## config.mk

```make
export PLATFORM = sky130hd
export DESIGN_NAME = tpu_issue_ctrl
export DESIGN_NICKNAME = d
export VERILOG_FILES = /design/src/rtl/tpu_isa_pkg.sv /design/src/rtl/tpu_instr_fifo.sv /design/src/rtl/tpu_issue_ctrl.sv
export SDC_FILE = /design/constraint.sdc
export NUM_CORES = 1
export LEC_CHECK = 0
export ABC_CLOCK_PERIOD_IN_PS = 5700
export BUFFER_PORTS_ARGS = -buffer_cell sky130_fd_sc_hd__buf_4
export CORE_AREA = 2 2 196 198
export CTS_CLUSTER_SIZE = 28
export DETAILED_ROUTE_END_ITERATION = 10
export DIE_AREA = 0 0 198 200
export SYNTH_ARGS = -nofsm -noshare
export SYNTH_HDL_FRONTEND = slang
export SYNTH_SLANG_ARGS = --single-unit
export TNS_END_PERCENT = 10
```

## constraint.sdc

```tcl
create_clock -name clk -period 5.7 [get_ports clk]
set_input_delay 0.285 -clock clk [delete_from_list [all_inputs] [get_ports clk]]
set_output_delay 0.285 -clock clk [all_outputs]
set_load 0.05 [all_outputs]
```

## src/rtl/tpu_isa_pkg.sv

```systemverilog
// TPU instruction-set constants shared by the issue front end: opcodes,
// field positions, the NOP word and the decoded instruction layout.
package tpu_isa_pkg;

    localparam int unsigned INSTR_W  = 32;
    localparam int unsigned OP_W     = 8;
    localparam int unsigned REG_W    = 4;
    localparam int unsigned NUM_REGS = 16;
    localparam int unsigned SB_CNT_W = 4;

    localparam int unsigned OP_MSB = 31;
    localparam int unsigned OP_LSB = 24;
    localparam int unsigned RA_MSB = 23;
    localparam int unsigned RA_LSB = 20;
    localparam int unsigned RB_MSB = 19;
    localparam int unsigned RB_LSB = 16;
    localparam int unsigned RC_MSB = 15;
    localparam int unsigned RC_LSB = 12;

    localparam logic [OP_W-1:0] OP_NOP            = 8'h00;
    localparam logic [OP_W-1:0] OP_LOAD           = 8'h01;
    localparam logic [OP_W-1:0] OP_STORE          = 8'h02;
    localparam logic [OP_W-1:0] OP_MMU_FP16       = 8'h03;
    localparam logic [OP_W-1:0] OP_MMU_INT8       = 8'h04;
    localparam logic [OP_W-1:0] OP_RELU           = 8'h05;
    localparam logic [OP_W-1:0] OP_ADD            = 8'h06;
    localparam logic [OP_W-1:0] OP_SOFTMAX        = 8'h07;
    localparam logic [OP_W-1:0] OP_DMA            = 8'h10;
    localparam logic [OP_W-1:0] OP_SG             = 8'h11;
    localparam logic [OP_W-1:0] OP_CONV           = 8'h20;
    localparam logic [OP_W-1:0] OP_ATTN           = 8'h21;
    localparam logic [OP_W-1:0] OP_FUSE_MMA_RELU  = 8'h30;
    localparam logic [OP_W-1:0] OP_FUSE_CONV_RELU = 8'h31;

    localparam logic [INSTR_W-1:0] NOP_WORD = 32'h0000_0000;

    // Field order matches the bit positions above: op, A, B, C, unused tail.
    typedef struct packed {
        logic [OP_W-1:0]  op;
        logic [REG_W-1:0] reg_a;
        logic [REG_W-1:0] reg_b;
        logic [REG_W-1:0] reg_c;
        logic [11:0]      rsvd;
    } instr_t;

    function automatic instr_t decode_instr(input logic [INSTR_W-1:0] word);
        return instr_t'(word);
    endfunction

endpackage

```

## src/rtl/tpu_instr_fifo.sv

```systemverilog
// Show-ahead instruction FIFO: head is visible whenever the queue is
// non-empty; flush empties it and discards a same-cycle push.
module tpu_instr_fifo
    import tpu_isa_pkg::*;
#(
    parameter int unsigned DEPTH = 8
) (
    input  logic                       clk,
    input  logic                       rst,
    input  logic                       push,
    input  logic [INSTR_W-1:0]         push_data,
    input  logic                       pop,
    input  logic                       flush,
    output logic                       full_c,
    output logic                       head_valid_c,
    output logic [INSTR_W-1:0]         head_c,
    output logic [$clog2(DEPTH):0]     count
);

    localparam int unsigned PTR_W = $clog2(DEPTH);
    localparam int unsigned CNT_W = PTR_W + 1;

    logic [INSTR_W-1:0] mem [DEPTH];
    logic [PTR_W-1:0]   wr_ptr;
    logic [PTR_W-1:0]   rd_ptr;
    logic               push_ok;
    logic               pop_ok;

    // A full FIFO refuses pushes even when a pop frees a slot this cycle.
    assign full_c       = (count == CNT_W'(DEPTH));
    assign head_valid_c = (count != '0);
    assign head_c       = mem[rd_ptr];
    assign push_ok      = push && !full_c && !flush;
    assign pop_ok       = pop && head_valid_c && !flush;

    always_ff @(posedge clk) begin
        if (push_ok) begin
            mem[wr_ptr] <= push_data;
        end
    end

    // Pointers are PTR_W wide, so they wrap modulo DEPTH on their own.
    always_ff @(posedge clk or posedge rst) begin
        if (rst) begin
            wr_ptr <= '0;
            rd_ptr <= '0;
            count  <= '0;
        end else if (flush) begin
            wr_ptr <= '0;
            rd_ptr <= '0;
            count  <= '0;
        end else begin
            if (push_ok) begin
                wr_ptr <= wr_ptr + PTR_W'(1);
            end
            if (pop_ok) begin
                rd_ptr <= rd_ptr + PTR_W'(1);
            end
            case ({push_ok, pop_ok})
                2'b10:   count <= count + CNT_W'(1);
                2'b01:   count <= count - CNT_W'(1);
                default: count <= count;
            endcase
        end
    end

endmodule

```

## src/rtl/tpu_issue_ctrl.sv

```systemverilog
// Issue controller for the forwarding-less 5-stage TPU pipeline: queues
// instructions and inserts NOP bubbles until RAW sources have written back.
module tpu_issue_ctrl
    import tpu_isa_pkg::*;
#(
    parameter int unsigned FIFO_DEPTH    = 8,
    parameter int unsigned HAZARD_WINDOW = 4
) (
    input  logic                          clk,
    input  logic                          rst,
    input  logic                          in_valid,
    output logic                          in_ready,
    input  logic [INSTR_W-1:0]            in_instr,
    input  logic                          hold,
    input  logic                          flush,
    output logic [INSTR_W-1:0]            issue_instr,
    output logic                          issue_fire,
    output logic [$clog2(FIFO_DEPTH):0]   fifo_count,
    output logic [NUM_REGS-1:0]           busy_mask,
    output logic [31:0]                   stall_count
);

    localparam logic [SB_CNT_W-1:0] SB_LOAD = SB_CNT_W'(HAZARD_WINDOW - 1);

    logic                 fifo_full_c;
    logic                 head_valid_c;
    logic [INSTR_W-1:0]   head_c;
    instr_t               head_f;
    logic                 head_is_nop_c;
    logic                 hazard_c;
    logic                 issue_c;
    logic                 stall_c;
    logic                 load_c;
    logic [NUM_REGS-1:0]  busy_c;
    logic [SB_CNT_W-1:0]  sb_cnt [NUM_REGS];

    tpu_instr_fifo #(
        .DEPTH (FIFO_DEPTH)
    ) u_fifo (
        .clk          (clk),
        .rst          (rst),
        .push         (in_valid),
        .push_data    (in_instr),
        .pop          (issue_c),
        .flush        (flush),
        .full_c       (fifo_full_c),
        .head_valid_c (head_valid_c),
        .head_c       (head_c),
        .count        (fifo_count)
    );

    assign in_ready = !fifo_full_c;

    always_comb begin
        busy_c = '0;
        for (int r = 0; r < NUM_REGS; r++) begin
            busy_c[r] = (sb_cnt[r] != '0);
        end
    end

    assign busy_mask = busy_c;

    // Only older in-flight writers are visible in the scoreboard, so an
    // instruction that reads its own destination never blocks itself.
    assign head_f        = decode_instr(head_c);
    assign head_is_nop_c = (head_f.op == OP_NOP);
    assign hazard_c      = !head_is_nop_c && (busy_c[head_f.reg_a] || busy_c[head_f.reg_b]);
    assign issue_c       = head_valid_c && !hold && !flush && !hazard_c;
    assign stall_c       = head_valid_c && !hold && !flush && hazard_c;
    assign load_c        = issue_c && !head_is_nop_c;

    always_ff @(posedge clk or posedge rst) begin
        if (rst) begin
            issue_instr <= NOP_WORD;
            issue_fire  <= 1'b0;
        end else if (issue_c) begin
            issue_instr <= head_is_nop_c ? NOP_WORD : head_c;
            issue_fire  <= 1'b1;
        end else begin
            issue_instr <= NOP_WORD;
            issue_fire  <= 1'b0;
        end
    end

    always_ff @(posedge clk or posedge rst) begin
        if (rst) begin
            stall_count <= '0;
        end else if (stall_c && (stall_count != '1)) begin
            stall_count <= stall_count + 32'd1;
        end
    end

    // Counters free-run through hold and flush: in-flight writes still land.
    always_ff @(posedge clk or posedge rst) begin
        if (rst) begin
            for (int r = 0; r < NUM_REGS; r++) begin
                sb_cnt[r] <= '0;
            end
        end else begin
            for (int r = 0; r < NUM_REGS; r++) begin
                if (load_c && (head_f.reg_c == REG_W'(r))) begin
                    sb_cnt[r] <= SB_LOAD;
                end else if (sb_cnt[r] != '0) begin
                    sb_cnt[r] <= sb_cnt[r] - SB_CNT_W'(1);
                end
            end
        end
    end

endmodule

```

==> results by group <==
Layout
  • Register area: approximately 0.011 mm2
  • Final core occ: 0.532
  • Area of the multi-input gates: about 0.0051 mm2
  • P&R area growth vs syn: 19.6%
  • Final nets: 1300
  • # fillers: 3035
  • Share of layout cells above drive strength 1: 0.233

Setup path
  • WP data required: roughly 6.1 ns
  • WP data arrival: roughly 5 ns
  • Crit start category: flip-flop
  • CP endpoint kind: flip-flop
  • CP Max Fanout: 18
  • Critical path type: flip-flop to flip-flop

Route
  • Via density: about 5.3
  • Overall routed net length: roughly 35000 um
  • Via count: roughly 9500
  • WL per Instance: a little under 20 um
  • Final ANT Viol Nets: 0
  • 1st-iter DRT viols: ~630
  • First drt pass iteration count: 5
  • DRC viols: 0

Floorplanning
  • Io pins: roughly 120
  • Num rows: 71
  • DIE AREA: roughly 0.04 mm2
  • Starting Density: 0.444
  • Core Area: around 0.037 mm2
  • Die width: between 150 and 200 um
  • Height of the die: 200 um

Pwr
  • Worst VDD drop: approximately 0.26 mV
  • Sequential power share: 0.453
  • Psw: between 2 and 2.5 mW
  • Pwr dens: 392 mW/mm2
  • Logic gate share of total power: 0.199
  • Sw Share: 0.287
  • Internal Pwr Total: 5.56 mW
  • Pleak: 7.52 nW
  • Clock power share: 0.348

Placed design
  • HPWL Detailed: ~21000 um
  • GPL Wtd Cong: 0.765
  • Port bufs: roughly 120

Clock network
  • Worst skew pair latency: roughly 0.57 ns
  • Clock transition at path regs: about 0.060 ns
  • CTS buffer count: 42
  • Htree depth: 2
  • CTS root buf: clkbuf_16
  • Sink Count: roughly 400
  • CTS tree: done
  • Post-CTS setup repair buffer count: 0
  • Bufs on Longest Clock Path: 3

Global routing
  • Initial antenna violation count: 1
  • Number of global-route vias before repair: approximately 9500
  • Grt total ovfl: 0
  • Largest net degree at the start of global routing: just under 80
  • First-pass GRT wire length: around 54000 um
  • GRT Overall Usage: 0.180

Logic synthesis
  • Top cell type's share of synthesized area: 0.462
  • Post-Syn Nets: roughly 1100
  • Post-synth ARST share: 0.352
  • Mean Syn Cell Area: around 15 um2
  • Most frequent cell after synthesis: edfxtp_1
  • Gate count of the mapped netlist: 1073
  • Post-synth top area cell: edfxtp_1
  • Post-synth EDFFs: approximately 260
  • Dominant synthesized flop cell: edfxtp_1
  • Sequential area share after synthesis: 0.672
  • Yosys Warn Count: 0
  • Number of synthesized register bits: ~400
  • Most frequent cells after synthesis: edfxtp_1, dfrtp_1, nor2_1
  • Synth area leaders: edfxtp_1, dfrtp_1, mux4_2
  • Synth cell types: 56
  • Area of the mapped netlist: between 0.015 and 0.02 mm2

Timing
  • Worst Tran Pin Value: between 0.8 and 0.9 ns
  • Hold Vio Cnt, Final: 0
  • # setup viols final: 0
  • Period Utilization, post-route: 0.811
  • Unrepaired setup endpoints after global routing: no
  • Clock Skews: 0.0348 ns
  • Worst slew margin: 0.400
  • Max frequency: 216 MHz
  • Clock period minus worst slack: ~4.6 ns
  • Setup TNS Final: 0 ns
  • Max-slew violation count: 0

Flow run
  • MaxCap Viol Count: 0

Worst hold path
  • Worst hold path type: input port to flip-flop

Status
  • Status: finished clean
==> critical path: stages (launching register included) <==
cell	delay, ns
dfrtp_2	0.65
buf_4	0.37
mux4_2	0.53
mux2i_1	0.43
mux2i_1	0.18
mux2i_2	0.31
nor2_4	0.12
o21ai_4	0.53
nor2_1	0.15
xor2_1	0.18
ha_1	0.25
o211ai_1	0.22
o311a_1	0.19
nand2_1	0.06
a221oi_1	0.30
==> registers in the layout, indices dropped and copies added (netlist names) <==
| register | cells |
|---|---|
| u_fifo.mem | 256 |
| sb_cnt | 64 |
| issue_instr | 32 |
| stall_count | 32 |
| u_fifo.count | 4 |
| u_fifo.rd_ptr | 3 |
| u_fifo.wr_ptr | 3 |
| issue_fire | 1 |
==> metal layers <==
metal	track usage	up-vias	wire length, um	part of all wire
met5	0	-	0	0
met4	0.0543	0	840	0.024
met3	0.0291	60	1480	0.042
met2	0.297	209	16900	0.48
met1	0.250	4811	15700	0.45
li1	-	4375	-	-
==> cell type report <==
cell class                 count  share of cell area
clock buffer                  54              0.0572
tap                          511              0.0322
timing repair buffer         173              0.0696
multi-input combinational    586               0.258
antenna                        1            0.000126
sequential                   395               0.562
clock inverter                22              0.0126
inverter                      44             0.00856
==> power groups by stage <==
stage,Sequential (mW),Clock [mW],Combinational (mW)
final,3.53,2.71,1.56
after global routing,3.57,2.89,1.75
after CTS,3.53,2.78,1.57
after detailed placement,3.59,0,1.55
after global placement,3.58,0,1.51
after floorplan,3.59,0,1.14
==> timing repair <==
action	CTS	global route
hold buffers	34	0
gates resized for setup	0	0
hold endpoints to repair	333	0
==> final timing paths <==
| kind | endpoint | from | slack [ns] | cells after the start |
|---|---|---|---|---|
| max | u_fifo.count[2] | u_fifo.rd_ptr[1] | 1.08 | 14 |
| min | u_fifo.wr_ptr[0] | in_valid | 0.25 | 4 |
| max reg2reg | u_fifo.count[2] | u_fifo.rd_ptr[1] | 1.08 | 14 |
| min reg2reg | stall_count[17] | stall_count[17] | 0.48 | 1 |
| max in group asynchronous | u_fifo.rd_ptr[0] | rst | 3.83 | 4 |
| min in group asynchronous | stall_count[4] | rst | 0.44 | 3 |
==> through the flow <==
stage / worst slack, ns / total power, mW / hold slack (ns) / area (um2) / std cells
2_1_floorplan: 0.425 / 4.73 / 0.384 / 16600 / 1073
3_3_place_gp: 1.26 / 5.09 / 0.468 / 18200 / 1675
3_5_place_dp: 1.12 / 5.13 / 0.473 / 18200 / 1675
4_1_cts: 1.07 / 7.89 / 0.205 / 19900 / 1785
5_1_grt: 0.741 / 8.21 / 0.274 / 19900 / 1786
6_report: 1.08 / 7.80 / 0.249 / 19900 / 1786
==> cell families after synthesis <==
logic type      Yosys count  synth area share
compound gates           72            0.0263
xor+xnor                 50            0.0263
flops                   395             0.672
buf+inv                  92            0.0231
simple gates            309             0.103
mux                     134             0.134
fa+ha+maj                21            0.0158
==> cell usage in the layout, fill, tap and decap left out, types with 16 or more instances in the layout <==
cell,netlist,final
a21oi_1,38,38
and3_1,16,16
buf_4,1,139
clkbuf_16,0,43
dfrtp_1,139,136
dlygate4sd3_1,0,34
edfxtp_1,256,256
ha_1,21,21
inv_1,44,43
mux2i_1,58,58
mux4_2,64,64
nand2_1,41,41
nand2b_1,34,34
nand3_1,21,21
nor2_1,73,67
nor3_1,22,22
or3_1,17,17
xnor2_1,46,46
No activity file was read; power rests on OpenSTA's default activity.
